==> src/rtl/riscv_pkg.sv <==
// Shared definitions for the RISC-V instruction-fetch front end.
// Holds the datapath width, the NOP encoding shown when the fetch buffer is
// empty, the bit positions of the decode fields the controller consumes, and
// the fetch FSM state encoding.
package riscv_pkg;

  localparam int XLEN = 32;

  // addi x0, x0, 0
  localparam logic [31:0] NOP_INSTR = 32'h0000_0013;

  // Decode field positions inside a 32-bit instruction word
  localparam int OP_LSB   = 0;
  localparam int OP_MSB   = 6;
  localparam int F3_LSB   = 12;
  localparam int F3_MSB   = 14;
  localparam int F7B5_BIT = 30;

  // FETCH : may issue a request
  // WAIT  : one read outstanding, its word will be buffered
  // DRAIN : one read outstanding, its word is stale and will be dropped
  typedef enum logic [1:0] {
    FETCH = 2'd0,
    WAIT  = 2'd1,
    DRAIN = 2'd2
  } fetch_state_t;

endpackage

==> src/rtl/fetch_buf.sv <==
// Synchronous FIFO holding fetched {pc, instruction} pairs.
// The head entry is presented combinationally so the core sees it in the
// same cycle it becomes valid. Flush empties the buffer and wins over any
// same-cycle push or pop. A push into a full buffer is accepted only when
// a pop happens in the same cycle.
// Ports:
//   clk    in   1          clock, rising edge
//   reset  in   1          synchronous, active-low reset
//   flush  in   1          discard all entries
//   push   in   1          write wdata at the tail
//   pop    in   1          remove the head entry
//   wdata  in   WIDTH      entry to write
//   head   out  WIDTH      current head entry (undefined when empty)
//   count  out  log2(D)+1  number of stored entries
//   full   out  1          count == DEPTH
//   empty  out  1          count == 0
module fetch_buf #(
  parameter int WIDTH = 64,
  parameter int DEPTH = 2
) (
  input  logic                     clk,
  input  logic                     reset,
  input  logic                     flush,
  input  logic                     push,
  input  logic                     pop,
  input  logic [WIDTH-1:0]         wdata,
  output logic [WIDTH-1:0]         head,
  output logic [$clog2(DEPTH):0]   count,
  output logic                     full,
  output logic                     empty
);

  localparam int PTR_W = $clog2(DEPTH);

  logic [WIDTH-1:0] mem [DEPTH];
  logic [PTR_W-1:0] rd_ptr_reg;
  logic [PTR_W-1:0] wr_ptr_reg;
  logic [PTR_W:0]   count_reg;
  logic             do_push;
  logic             do_pop;

  assign full    = (count_reg == (PTR_W+1)'(DEPTH));
  assign empty   = (count_reg == '0);
  assign do_pop  = pop && !empty;
  assign do_push = push && (!full || pop);

  // Pointers wrap naturally because DEPTH is a power of two.
  always_ff @(posedge clk) begin
    if (!reset) begin
      rd_ptr_reg <= '0;
      wr_ptr_reg <= '0;
      count_reg  <= '0;
    end else if (flush) begin
      rd_ptr_reg <= '0;
      wr_ptr_reg <= '0;
      count_reg  <= '0;
    end else begin
      if (do_push) wr_ptr_reg <= wr_ptr_reg + PTR_W'(1);
      if (do_pop)  rd_ptr_reg <= rd_ptr_reg + PTR_W'(1);
      case ({do_push, do_pop})
        2'b10:   count_reg <= count_reg + (PTR_W+1)'(1);
        2'b01:   count_reg <= count_reg - (PTR_W+1)'(1);
        default: count_reg <= count_reg;
      endcase
    end
  end

  // Storage carries no reset; validity is tracked by count_reg alone.
  always_ff @(posedge clk) begin
    if (reset && !flush && do_push) mem[wr_ptr_reg] <= wdata;
  end

  assign head  = mem[rd_ptr_reg];
  assign count = count_reg;

endmodule

==> src/rtl/instr_fetch_unit.sv <==
// Instruction-fetch front end: owns the fetch PC, issues single-word reads
// to instruction memory over a req/ready + rvalid interface with at most one
// read in flight, buffers returned words, and presents the head instruction
// with its PC and decode fields. A controller redirect (PC_src) flushes the
// buffer and restarts fetching at the word-aligned target.
// Ports:
//   clk          in   1     clock, rising edge
//   reset        in   1     synchronous, active-low reset
//   imem_req     out  1     read request valid (registered)
//   imem_addr    out  XLEN  read address, word aligned (registered)
//   imem_ready   in   1     memory accepts request this cycle
//   imem_rvalid  in   1     read data valid
//   imem_rdata   in   XLEN  read data
//   stall        in   1     core cannot consume head this cycle
//   PC_src       in   1     redirect to PC_target
//   PC_target    in   XLEN  redirect address
//   instr_valid  out  1     head entry valid
//   instr        out  32    head instruction, NOP when empty
//   PC           out  XLEN  PC of head, 0 when empty
//   PC_plus4     out  XLEN  PC + 4
//   op           out  7     instr[6:0]
//   func3        out  3     instr[14:12]
//   func7b5      out  1     instr[30]
module instr_fetch_unit #(
  parameter int              XLEN      = riscv_pkg::XLEN,
  parameter logic [XLEN-1:0] RESET_PC  = '0,
  parameter int              BUF_DEPTH = 2
) (
  input  logic            clk,
  input  logic            reset,
  output logic            imem_req,
  output logic [XLEN-1:0] imem_addr,
  input  logic            imem_ready,
  input  logic            imem_rvalid,
  input  logic [XLEN-1:0] imem_rdata,
  input  logic            stall,
  input  logic            PC_src,
  input  logic [XLEN-1:0] PC_target,
  output logic            instr_valid,
  output logic [31:0]     instr,
  output logic [XLEN-1:0] PC,
  output logic [XLEN-1:0] PC_plus4,
  output logic [6:0]      op,
  output logic [2:0]      func3,
  output logic            func7b5
);

  import riscv_pkg::*;

  localparam int                CNT_W   = $clog2(BUF_DEPTH) + 1;
  localparam logic [CNT_W-1:0]  DEPTH_C = CNT_W'(BUF_DEPTH);

  fetch_state_t      state_reg, state_next;
  logic [XLEN-1:0]   fetch_pc_reg, fetch_pc_next;
  logic [XLEN-1:0]   pend_addr_reg, pend_addr_next;  // address of the read in flight
  logic              req_reg, req_next;

  logic              redirect;
  logic              accept;
  logic              push;
  logic              pop;
  logic [CNT_W-1:0]  count;
  logic [CNT_W-1:0]  count_next;
  logic              full;
  logic              empty;
  logic [XLEN+31:0]  head;
  logic [XLEN-1:0]   head_pc;
  logic [31:0]       head_instr;

  // A redirect only means something while there is a head instruction.
  assign redirect = PC_src && instr_valid;
  // req_reg can only be high in FETCH, so this is the FETCH handshake.
  assign accept   = req_reg && imem_ready;
  assign pop      = instr_valid && !stall && !PC_src;
  assign push     = (state_reg == WAIT) && imem_rvalid && !redirect && (!full || pop);

  fetch_buf #(
    .WIDTH (XLEN + 32),
    .DEPTH (BUF_DEPTH)
  ) u_fetch_buf (
    .clk   (clk),
    .reset (reset),
    .flush (redirect),
    .push  (push),
    .pop   (pop),
    .wdata ({pend_addr_reg, imem_rdata}),
    .head  (head),
    .count (count),
    .full  (full),
    .empty (empty)
  );

  // Occupancy after this edge, used to decide whether the next request fits.
  always_comb begin
    count_next = count;
    if (redirect)         count_next = '0;
    else if (push && !pop) count_next = count + CNT_W'(1);
    else if (pop && !push) count_next = count - CNT_W'(1);
  end

  always_comb begin
    state_next     = state_reg;
    fetch_pc_next  = fetch_pc_reg;
    pend_addr_next = pend_addr_reg;
    case (state_reg)
      FETCH: begin
        if (accept) begin
          // A request the memory already took cannot be recalled; if a
          // redirect lands in the same cycle its data must be dropped.
          state_next     = redirect ? DRAIN : WAIT;
          pend_addr_next = fetch_pc_reg;
          fetch_pc_next  = fetch_pc_reg + XLEN'(4);
        end
      end
      WAIT: begin
        // A response coinciding with a redirect closes the read, so there
        // is nothing left to drain.
        if (imem_rvalid)   state_next = FETCH;
        else if (redirect) state_next = DRAIN;
      end
      DRAIN: begin
        if (imem_rvalid) state_next = FETCH;
      end
      default: state_next = FETCH;
    endcase
    if (redirect) fetch_pc_next = PC_target & ~XLEN'(3);
    // Buffer space is counted with the in-flight read: a new request is
    // only made when nothing is outstanding and an entry is free.
    req_next = (state_next == FETCH) && (count_next < DEPTH_C);
  end

  always_ff @(posedge clk) begin
    if (!reset) begin
      state_reg     <= FETCH;
      fetch_pc_reg  <= RESET_PC;
      pend_addr_reg <= RESET_PC;
      req_reg       <= 1'b0;
    end else begin
      state_reg     <= state_next;
      fetch_pc_reg  <= fetch_pc_next;
      pend_addr_reg <= pend_addr_next;
      req_reg       <= req_next;
    end
  end

  assign imem_req    = req_reg;
  assign imem_addr   = fetch_pc_reg;

  assign head_pc     = head[XLEN+31:32];
  assign head_instr  = head[31:0];

  assign instr_valid = !empty;
  assign instr       = empty ? NOP_INSTR : head_instr;
  assign PC          = empty ? '0 : head_pc;
  assign PC_plus4    = PC + XLEN'(4);
  assign op          = instr[OP_MSB:OP_LSB];
  assign func3       = instr[F3_MSB:F3_LSB];
  assign func7b5     = instr[F7B5_BIT];

endmodule

==> config.mk <==
export PLATFORM = sky130hd
export DESIGN_NAME = instr_fetch_unit
export DESIGN_NICKNAME = d
export VERILOG_FILES = /design/src/rtl/riscv_pkg.sv /design/src/rtl/fetch_buf.sv /design/src/rtl/instr_fetch_unit.sv
export SDC_FILE = /design/constraint.sdc
export NUM_CORES = 1
export LEC_CHECK = 0
export CAP_MARGIN = 10
export CORE_MARGIN = 1.5
export CORE_UTILIZATION = 54
export DETAILED_ROUTE_END_ITERATION = 16
export HOLD_SLACK_MARGIN = 0.06
export MAX_ROUTING_LAYER = met4
export PLACE_DENSITY = 0.86
export SETUP_SLACK_MARGIN = 0.3
export SYNTH_ARGS = -nofsm -noshare
export SYNTH_HDL_FRONTEND = slang
export SYNTH_SLANG_ARGS = --single-unit
==> constraint.sdc <==
create_clock -name clk -period 13.1 [get_ports clk]
set_clock_uncertainty 0.15 [all_clocks]
set_input_delay 2.62 -clock clk [delete_from_list [all_inputs] [get_ports clk]]
set_output_delay 2.62 -clock clk [all_outputs]
set_load 0.05 [all_outputs]
==> insert_results.sql, run 1 <==
INSERT INTO impl_metrics (metric_group, metric, value, unit) VALUES
('run_status', 'run_status', 'finished, final reports clean', ''),
('route', 'via_per_inst', '5.38', ''),
('grt', 'grt_overflow_total', '0', ''),
('power_and_ir_drop', 'power.ir.vdd_worst', '107', 'uV'),
('sta', 'hold_viol', '0', ''),
('placement', 'post-dp-hpwl', '13.3', 'mm'),
('critical_path', 'cp_data_required_time', '10.33', 'ns'),
('die', 'design.die.area', '16800', 'um^2'),
('synthesis', 'asyncSetResetFlopFracSynth', '0', '%'),
('synthesis', 'syn_area_per_cell', '11.1', 'um^2'),
('sta', 'worst_pin_slew', '1.15', 'ns'),
('critical_path', 'max_stage_delay', '0.83', 'ns'),
('synthesis', 'synthesis.instances', '778', ''),
('run', 'maxCapViolCount', '0', ''),
('sta', 'finalWorstPathRequiredPeriod', '7.04', 'ns'),
('layout', 'mostFrequentLayoutCells', 'sky130_fd_sc_hd__clkdlybuf4s50_1, sky130_fd_sc_hd__edfxtp_1, sky130_fd_sc_hd__nand2_1, sky130_fd_sc_hd__nor2_1, sky130_fd_sc_hd__dfxtp_1', ''),
('sta', 'period_share', '53.7', '%'),
('clock_network', 'cts_root_buf', 'sky130_fd_sc_hd__clkbuf_16', ''),
('critical_path', 'critical_path.startpoint_type', 'flop', ''),
('sta', 'setup_viol', '0', ''),
('clock_network', 'cts_repair_resize_count', '0', ''),
('critical_path', 'worstPathMaxFanout', '53', ''),
('die', 'starting_density', '55.0', '%'),
('layout', 'ant_cells', '0', ''),
('die', 'placement_rows', '46', ''),
('route', 'post_drt_wl_per_cell', '16.7', 'um'),
('critical_path', 'critical_path.cell_chain', 'buf_4 > mux2i_1 > a211oi_4 > nand4_2 > nor4_2 > xor2_1 > clkdlybuf4s50_1', ''),
('sta', 'report.final.slew_viol_count', '0', ''),
('synthesis', 'synth_cell_types', '52', ''),
('synthesis', 'synth.yosys.warnings', '0', ''),
('route', 'drt-initial-drc-count', '407', ''),
('critical_path', 'r2r-start', 'u_fetch_buf.count[1]', ''),
('clock_network', 'worst_skew_pair.late_latency', '0.44', 'ns'),
('clock_network', 'clkSinkCount', '192', ''),
('sta', 'totalNegativeSetupSlack', '0', 'ns'),
('worst_hold_path', 'holdCritPathClass', 'flop to flop', ''),
('synthesis', 'synth_sequential_area_ratio', '58.7', '%'),
('sta', 'grt_setup_unrepaired', 'false', ''),
('clock_network', 'hold_buffers', '0', ''),
('clock_network', 'ctsLongestPathBuffers', '2', ''),
('critical_path', 'worst-path-buf-inv', '2', ''),
('critical_path', 'cp_top_family', 'buffers and inverters', ''),
('layout', 'fraction_of_final_layout_cells_sized_beyond_drive_strength_1', '6.42', '%'),
('placement', 'preCtsSetupSlack', '6.47', 'ns'),
('die', 'coreArea', '15800', 'um^2'),
('grt', 'track_usage', '24.2', '%'),
('clock_network', 'numCtsBuffers', '17', ''),
('critical_path', 'worst-endpoint-arrival', '4.27', 'ns'),
('critical_path', 'critical-path-slowest-cell', 'sky130_fd_sc_hd__clkdlybuf4s50_1', ''),
('synthesis', 'ys_top_cells_by_area', 'sky130_fd_sc_hd__edfxtp_1, sky130_fd_sc_hd__dfxtp_1, sky130_fd_sc_hd__mux2i_1', ''),
('route', 'num_vias', '6355', ''),
('synthesis', 'synth_top_area_share', '43.0', '%'),
('route', 'drc_errors', '0', ''),
('synthesis', 'netlist_area', '8670', 'um^2'),
('placement', 'gp_congestion', '0.850', ''),
('grt', 'grt_pass1_vias', '5902', ''),
('grt', 'antenna_found_initial', '0', ''),
('sta', 'post-route-worst-setup-slack', '6.06', 'ns'),
('synthesis', 'yosysTopAreaCell', 'sky130_fd_sc_hd__edfxtp_1', ''),
('route', 'route.antenna.remaining_nets', '0', ''),
('worst_hold_path', 'hp-start', 'pend_addr_reg[25]', ''),
('route', 'firstDrtPassIters', '5', ''),
('synthesis', 'synth_edf_count', '124', ''),
('synthesis', 'ys_seq_elements', '192', ''),
('grt', 'grt_start_max_net_pins', '73', ''),
('layout', 'layout_commonest_cell', 'sky130_fd_sc_hd__clkdlybuf4s50_1', ''),
('power_and_ir_drop', 'power_density', '164', 'nW/um^2'),
('route', 'drt_wl_total', '19.7', 'mm'),
('die', 'floorplan.io_pins', '211', ''),
('sta', 'maxSlewHeadroom', '23.1', '%'),
('clock_network', 'cts.clk_slew.worst_paths', '0.07', 'ns');
[cells in the mapped netlist (3+ instances only)]
cell type and n:
sky130_fd_sc_hd__a211oi_1 8, sky130_fd_sc_hd__a211oi_2 3, sky130_fd_sc_hd__a21oi_1 53, sky130_fd_sc_hd__a311oi_1 3
sky130_fd_sc_hd__and4_1 4, sky130_fd_sc_hd__buf_1 9, sky130_fd_sc_hd__buf_2 8, sky130_fd_sc_hd__buf_4 18
sky130_fd_sc_hd__clkbuf_1 20, sky130_fd_sc_hd__dfxtp_1 68, sky130_fd_sc_hd__edfxtp_1 124, sky130_fd_sc_hd__ha_1 5
sky130_fd_sc_hd__inv_1 14, sky130_fd_sc_hd__mux2i_1 62, sky130_fd_sc_hd__nand2_1 99, sky130_fd_sc_hd__nand2b_1 3
sky130_fd_sc_hd__nand3_1 24, sky130_fd_sc_hd__nand3_2 3, sky130_fd_sc_hd__nand3b_1 11, sky130_fd_sc_hd__nand4_1 9
sky130_fd_sc_hd__nor2_1 87, sky130_fd_sc_hd__nor3_1 14, sky130_fd_sc_hd__nor4_1 8, sky130_fd_sc_hd__o21ai_0 27
sky130_fd_sc_hd__or4_1 3, sky130_fd_sc_hd__xnor2_1 33, sky130_fd_sc_hd__xor2_1 26
[layer usage]
| layer | vias up | GRT usage [%] | part of all wire [%] |
|---|---|---|---|
| li1 | 3097 | - | - |
| met1 | 2976 | 30.4 | 43 |
| met2 | 260 | 38.5 | 48 |
| met3 | 22 | 6.36 | 7.6 |
| met4 | 0 | 7.91 | 1.2 |
| met5 | - | - | 0 |
[logic make-up (layout without fill, tap and decap cells)]
family                     after synthesis  in the layout  synth area share (%)
adders and majority gates                5              5                 0.722
DFF                                    192            192                  58.7
AOI/OAI and AO/OA                      104            104                  7.45
buffers and inverters                   72            254                  4.23
other                                    1              6                0.0433
muxes                                   62             62                  7.16
xor gates and xnor gates                59             59                  5.96
and+or+nand+nor                        283            283                  15.8
[path summary, 6_finish.rpt]
path	end	slack, ns	cells after the start
max reg2reg	u_fetch_buf.mem[0][42]	8.11	7
max	PC_plus4[24]	6.06	7
min reg2reg	u_fetch_buf.mem[0][57]	0.30	0
min	u_fetch_buf.mem[0][57]	0.30	0
[worst register-to-register path, cell delays in order, from the launching register on]
cell and delay [ns]:
sky130_fd_sc_hd__dfxtp_1 0.34, sky130_fd_sc_hd__inv_1 0.08, sky130_fd_sc_hd__ha_2 0.21, sky130_fd_sc_hd__buf_4 0.68, sky130_fd_sc_hd__nand2b_2 1.00, sky130_fd_sc_hd__nand3b_1 0.43
sky130_fd_sc_hd__nor3_2 1.01, sky130_fd_sc_hd__buf_4 0.69
[per-stage QoR]
step | util (%) | instances | instance area (um^2) | hold slack (ns)
final | 71.8 | 1181 | 11300 | 0.304
after global routing | 71.8 | 1181 | 11300 | 0.317
after CTS | 71.8 | 1181 | 11300 | 0.304
after detailed placement | 68.0 | 1149 | 10700 | 0.288
after global placement | 68.0 | 1149 | 10700 | 0.282
after floorplan | - | 783 | 8680 | 0.275
[layout make-up]
type,count,area [um^2]
Clock inverter,13,139
Timing Repair Buffer,208,2070
Multi-Input combinational cell,519,3250
Inverter,14,52.6
Tap cell,216,270
Clock buffer,19,464
Fill cell,1158,4440
Sequential cell,192,5090
[report_power, final]
group	switching, W	internal, W
Combinational	0.000417	0.000196
Clock	0.000234	0.000286
Sequential	0.0000484	0.000677
Total	0.000700	0.00116
Note: power is estimated with default switching activity, not from simulation.
==> run 2: changes to the inputs <==
--- a/config.mk
+++ b/config.mk
@@ -7,11 +7,11 @@
 export LEC_CHECK = 0
 export CAP_MARGIN = 10
 export CORE_MARGIN = 1.5
-export CORE_UTILIZATION = 54
+export CORE_UTILIZATION = 45
 export DETAILED_ROUTE_END_ITERATION = 16
 export HOLD_SLACK_MARGIN = 0.06
 export MAX_ROUTING_LAYER = met4
-export PLACE_DENSITY = 0.86
+export PLACE_DENSITY = 0.77
 export SETUP_SLACK_MARGIN = 0.3
 export SYNTH_ARGS = -nofsm -noshare
 export SYNTH_HDL_FRONTEND = slang
==> constraint.sdc (replaced) <==
create_clock -name clk -period 5.9 [get_ports clk]
set_clock_uncertainty 0.15 [all_clocks]
set_input_delay 1.18 -clock clk [delete_from_list [all_inputs] [get_ports clk]]
set_output_delay 1.18 -clock clk [all_outputs]
set_load 0.05 [all_outputs]
==> run 2 against run 1 <==
Compared with the run above:
- non-clock buffer count increased by 4
- combinational power rose by 130%
- first-iteration DRC count grew 1.2%
==> insert_results.sql, run 2 (synthesized netlist as in run 1, its figures left out) <==
INSERT INTO impl_metrics (metric_group, metric, value, unit) VALUES
('die', 'placement_rows', '50', ''),
('clock_network', 'ctsLongestPathBuffers', '2', ''),
('die', 'floorplan.io_pins', '211', ''),
('critical_path', 'worst_path_most_repeated_cell', 'sky130_fd_sc_hd__inv_1', ''),
('critical_path', 'rr_worst_depth', '7', ''),
('clock_network', 'cts.clk_slew.worst_paths', '0.07', 'ns'),
('die', 'dieHeight', '142', 'um'),
('die', 'die_width', '142', 'um'),
('layout', 'fraction_of_final_layout_cells_sized_beyond_drive_strength_1', '7.22', '%'),
('route', 'via_per_inst', '5.14', ''),
('sta', 'worst_pin_slew', '0.860', 'ns'),
('clock_network', 'hold_buffers', '0', ''),
('layout', 'utilization', '60.9', '%'),
('grt', 'grt_pass1_wl', '31.0', 'mm'),
('critical_path', 'r2r-start', 'u_fetch_buf.count[1]', ''),
('sta', 'post-route-worst-setup-slack', '0.587', 'ns'),
('grt', 'antenna_found_initial', '0', ''),
('sta', 'grt_setup_unrepaired', 'false', ''),
('critical_path', 'ff2ff_setup_slack', '2.59', 'ns'),
('worst_hold_path', 'min_path_cells', '0', ''),
('grt', 'track_usage', '20.2', '%'),
('route', 'drt-initial-drc-count', '412', ''),
('placement', 'port_buffers', '202', ''),
('critical_path', 'critical_path.cell_chain', 'inv_1 > ha_2 > nor2_1 > ha_1 > inv_1 > a2111oi_4 > nand4_2 > nor3_1 > xor2_1 > clkdlybuf4s50_1', ''),
('run', 'maxCapViolCount', '0', ''),
('layout', 'largest_register_ffs', '124', ''),
('sta', 'report.final.slew_viol_count', '0', ''),
('die', 'design.die.area', '20100', 'um^2'),
('grt', 'grt_overflow_total', '0', ''),
('clock_network', 'numCtsBuffers', '17', ''),
('layout', 'flow.area_growth_from_synthesis', '32.0', '%'),
('route', 'drt_wl_total', '19.5', 'mm'),
('grt', 'grt_pass1_vias', '5922', ''),
('sta', 'hold_viol', '0', ''),
('layout', 'design.final.nets', '1031', ''),
('critical_path', 'worstPathMaxFanout', '35', ''),
('power_and_ir_drop', 'leakagePower', '3.77', 'nW'),
('layout', 'ant_cells', '0', ''),
('critical_path', 'category_of_the_critical_setup_timing_path', 'flop to primary output', ''),
('clock_network', 'cts_max_level', '4', ''),
('critical_path', 'worst-path-buf-inv', '3', ''),
('clock_network', 'worst_skew_pair.late_latency', '0.42', 'ns'),
('critical_path', 'critPathCaptureType', 'primary output', ''),
('power_and_ir_drop', 'power.ir.vdd_worst', '212', 'uV'),
('critical_path', 'critical_path.startpoint_type', 'flop', ''),
('critical_path', 'max_stage_delay', '0.84', 'ns'),
('placement', 'post-dp-hpwl', '13.7', 'mm'),
('critical_path', 'critical-path-slowest-cell', 'sky130_fd_sc_hd__clkdlybuf4s50_1', ''),
('route', 'drc_errors', '0', ''),
('clock_network', 'cts_root_buf', 'sky130_fd_sc_hd__clkbuf_16', ''),
('grt', 'grt_start_max_net_pins', '64', ''),
('sta', 'achievable-frequency', '188', 'MHz'),
('route', 'post_drt_wl_per_cell', '16.2', 'um'),
('critical_path', 'cp_top_family', 'buffers and inverters', ''),
('clock_network', 'clkSinkCount', '192', ''),
('run_status', 'run_status', 'finished, final reports clean', ''),
('sta', 'setup_viol', '0', ''),
('sta', 'period_share', '90.1', '%'),
('worst_hold_path', 'holdCritPathClass', 'flop to flop', ''),
('sta', 'maxSlewHeadroom', '42.6', '%'),
('critical_path', 'worst-endpoint-arrival', '3.98', 'ns'),
('layout', 'layout_commonest_cell', 'sky130_fd_sc_hd__clkdlybuf4s50_1', ''),
('placement', 'gp_congestion', '0.820', ''),
('route', 'num_vias', '6189', ''),
('layout', 'final_cell_area', '11400', 'um^2'),
('critical_path', 'cp_data_required_time', '4.57', 'ns'),
('die', 'starting_density', '46.2', '%'),
('die', 'coreArea', '18800', 'um^2'),
('placement', 'placedInstanceArea', '10800', 'um^2'),
('clock_network', 'cts_tree', 'done', ''),
('critical_path', 'r2r-end', 'u_fetch_buf.mem[0][8]', ''),
('sta', 'finalWorstPathRequiredPeriod', '5.31', 'ns'),
('sta', 'hold_ws', '0.306', 'ns'),
('worst_hold_path', 'hp-start', 'pend_addr_reg[31]', ''),
('route', 'firstDrtPassIters', '5', ''),
('worst_hold_path', 'capture_endpoint_of_the_worst_hold_path', 'u_fetch_buf.mem[1][63]', ''),
('power_and_ir_drop', 'power_density', '360', 'nW/um^2'),
('power_and_ir_drop', 'power.total', '0.00412', 'W'),
('route', 'route.antenna.remaining_nets', '0', ''),
('layout', 'mostFrequentLayoutCells', 'sky130_fd_sc_hd__clkdlybuf4s50_1, sky130_fd_sc_hd__edfxtp_1, sky130_fd_sc_hd__nand2_1, sky130_fd_sc_hd__nor2_1, sky130_fd_sc_hd__dfxtp_1', ''),
('placement', 'preCtsSetupSlack', '0.751', 'ns');
## run 2: cell count changes in the layout (fill, tap and decap cells not counted), moves of 2 or more
cell	delta
sky130_fd_sc_hd__buf_4	+2
sky130_fd_sc_hd__clkdlybuf4s50_1	-5
sky130_fd_sc_hd__dlymetal6s2s_1	+5
sky130_fd_sc_hd__xor2_1	-4
sky130_fd_sc_hd__xor2_2	+4
## run 2: stage by stage
stage | setup TNS (ns) | instances
after floorplan | -125.92 | 783
after global routing | 0 | 1203
after detailed placement | 0 | 1170
after global placement | 0 | 1170
final | 0 | 1203
after CTS | 0 | 1202
## run 2: how the worst max path moves through the flow
stage,cells past startpoint,from,endpoint
floorplan,4,stall,u_fetch_buf.mem[0][0]
global route,10,u_fetch_buf.count[1],PC_plus4[18]
global placement,7,flop,PC_plus4[24]
finish,10,u_fetch_buf.count[1],PC_plus4[18]
CTS,9,flop,PC_plus4[24]
detailed placement,7,flop,PC_plus4[24]
## run 2: area by class of cell
cell class	instances	area, um^2
Timing Repair Buffer	212	2130
Inverter	14	52.6
Tap cell	234	293
Clock buffer	20	478
Multi-Input combinational cell	519	3280
Clock inverter	12	119
Sequential cell	192	5090
Fill cell	1541	7330
## run 2: metal layers
layer  GRT usage, %  share of wire, %  up-vias
met3           4.56               6.2       10
met4           5.59              0.86        0
met1           27.0                47     2874
met2           31.1                46      197
li1               -                 -     3108
met5              -                 0        -
## run 2: repair_timing
action / 4_1_cts / 5_1_grt
endpoints found under the setup margin: 1 / 6
gates resized for setup: 1 / 5
buffers inserted: 0 / 1
hold endpoints to repair: 0 / 0
## run 2: worst reg2reg max path, delay by kind of cell (launching register included)
family                   cells  cell delay (ns)
adder cells (fa/ha/maj)      1             0.41
buffers and inverters        2             0.78
flip-flops                   1             0.39
AND/OR/NAND/NOR              4             1.17
## run 2: report_power, final
| group | leakage (nW) | switching, W | internal, W | total (W) |
|---|---|---|---|---|
| combinational | 1.72 | 0.000935 | 0.000441 | 0.00138 |
| sequential | 1.75 | 0.000100 | 0.00150 | 0.00160 |
| clock | 0.300 | 0.000499 | 0.000640 | 0.00114 |
| total | 3.77 | 0.00153 | 0.00258 | 0.00412 |
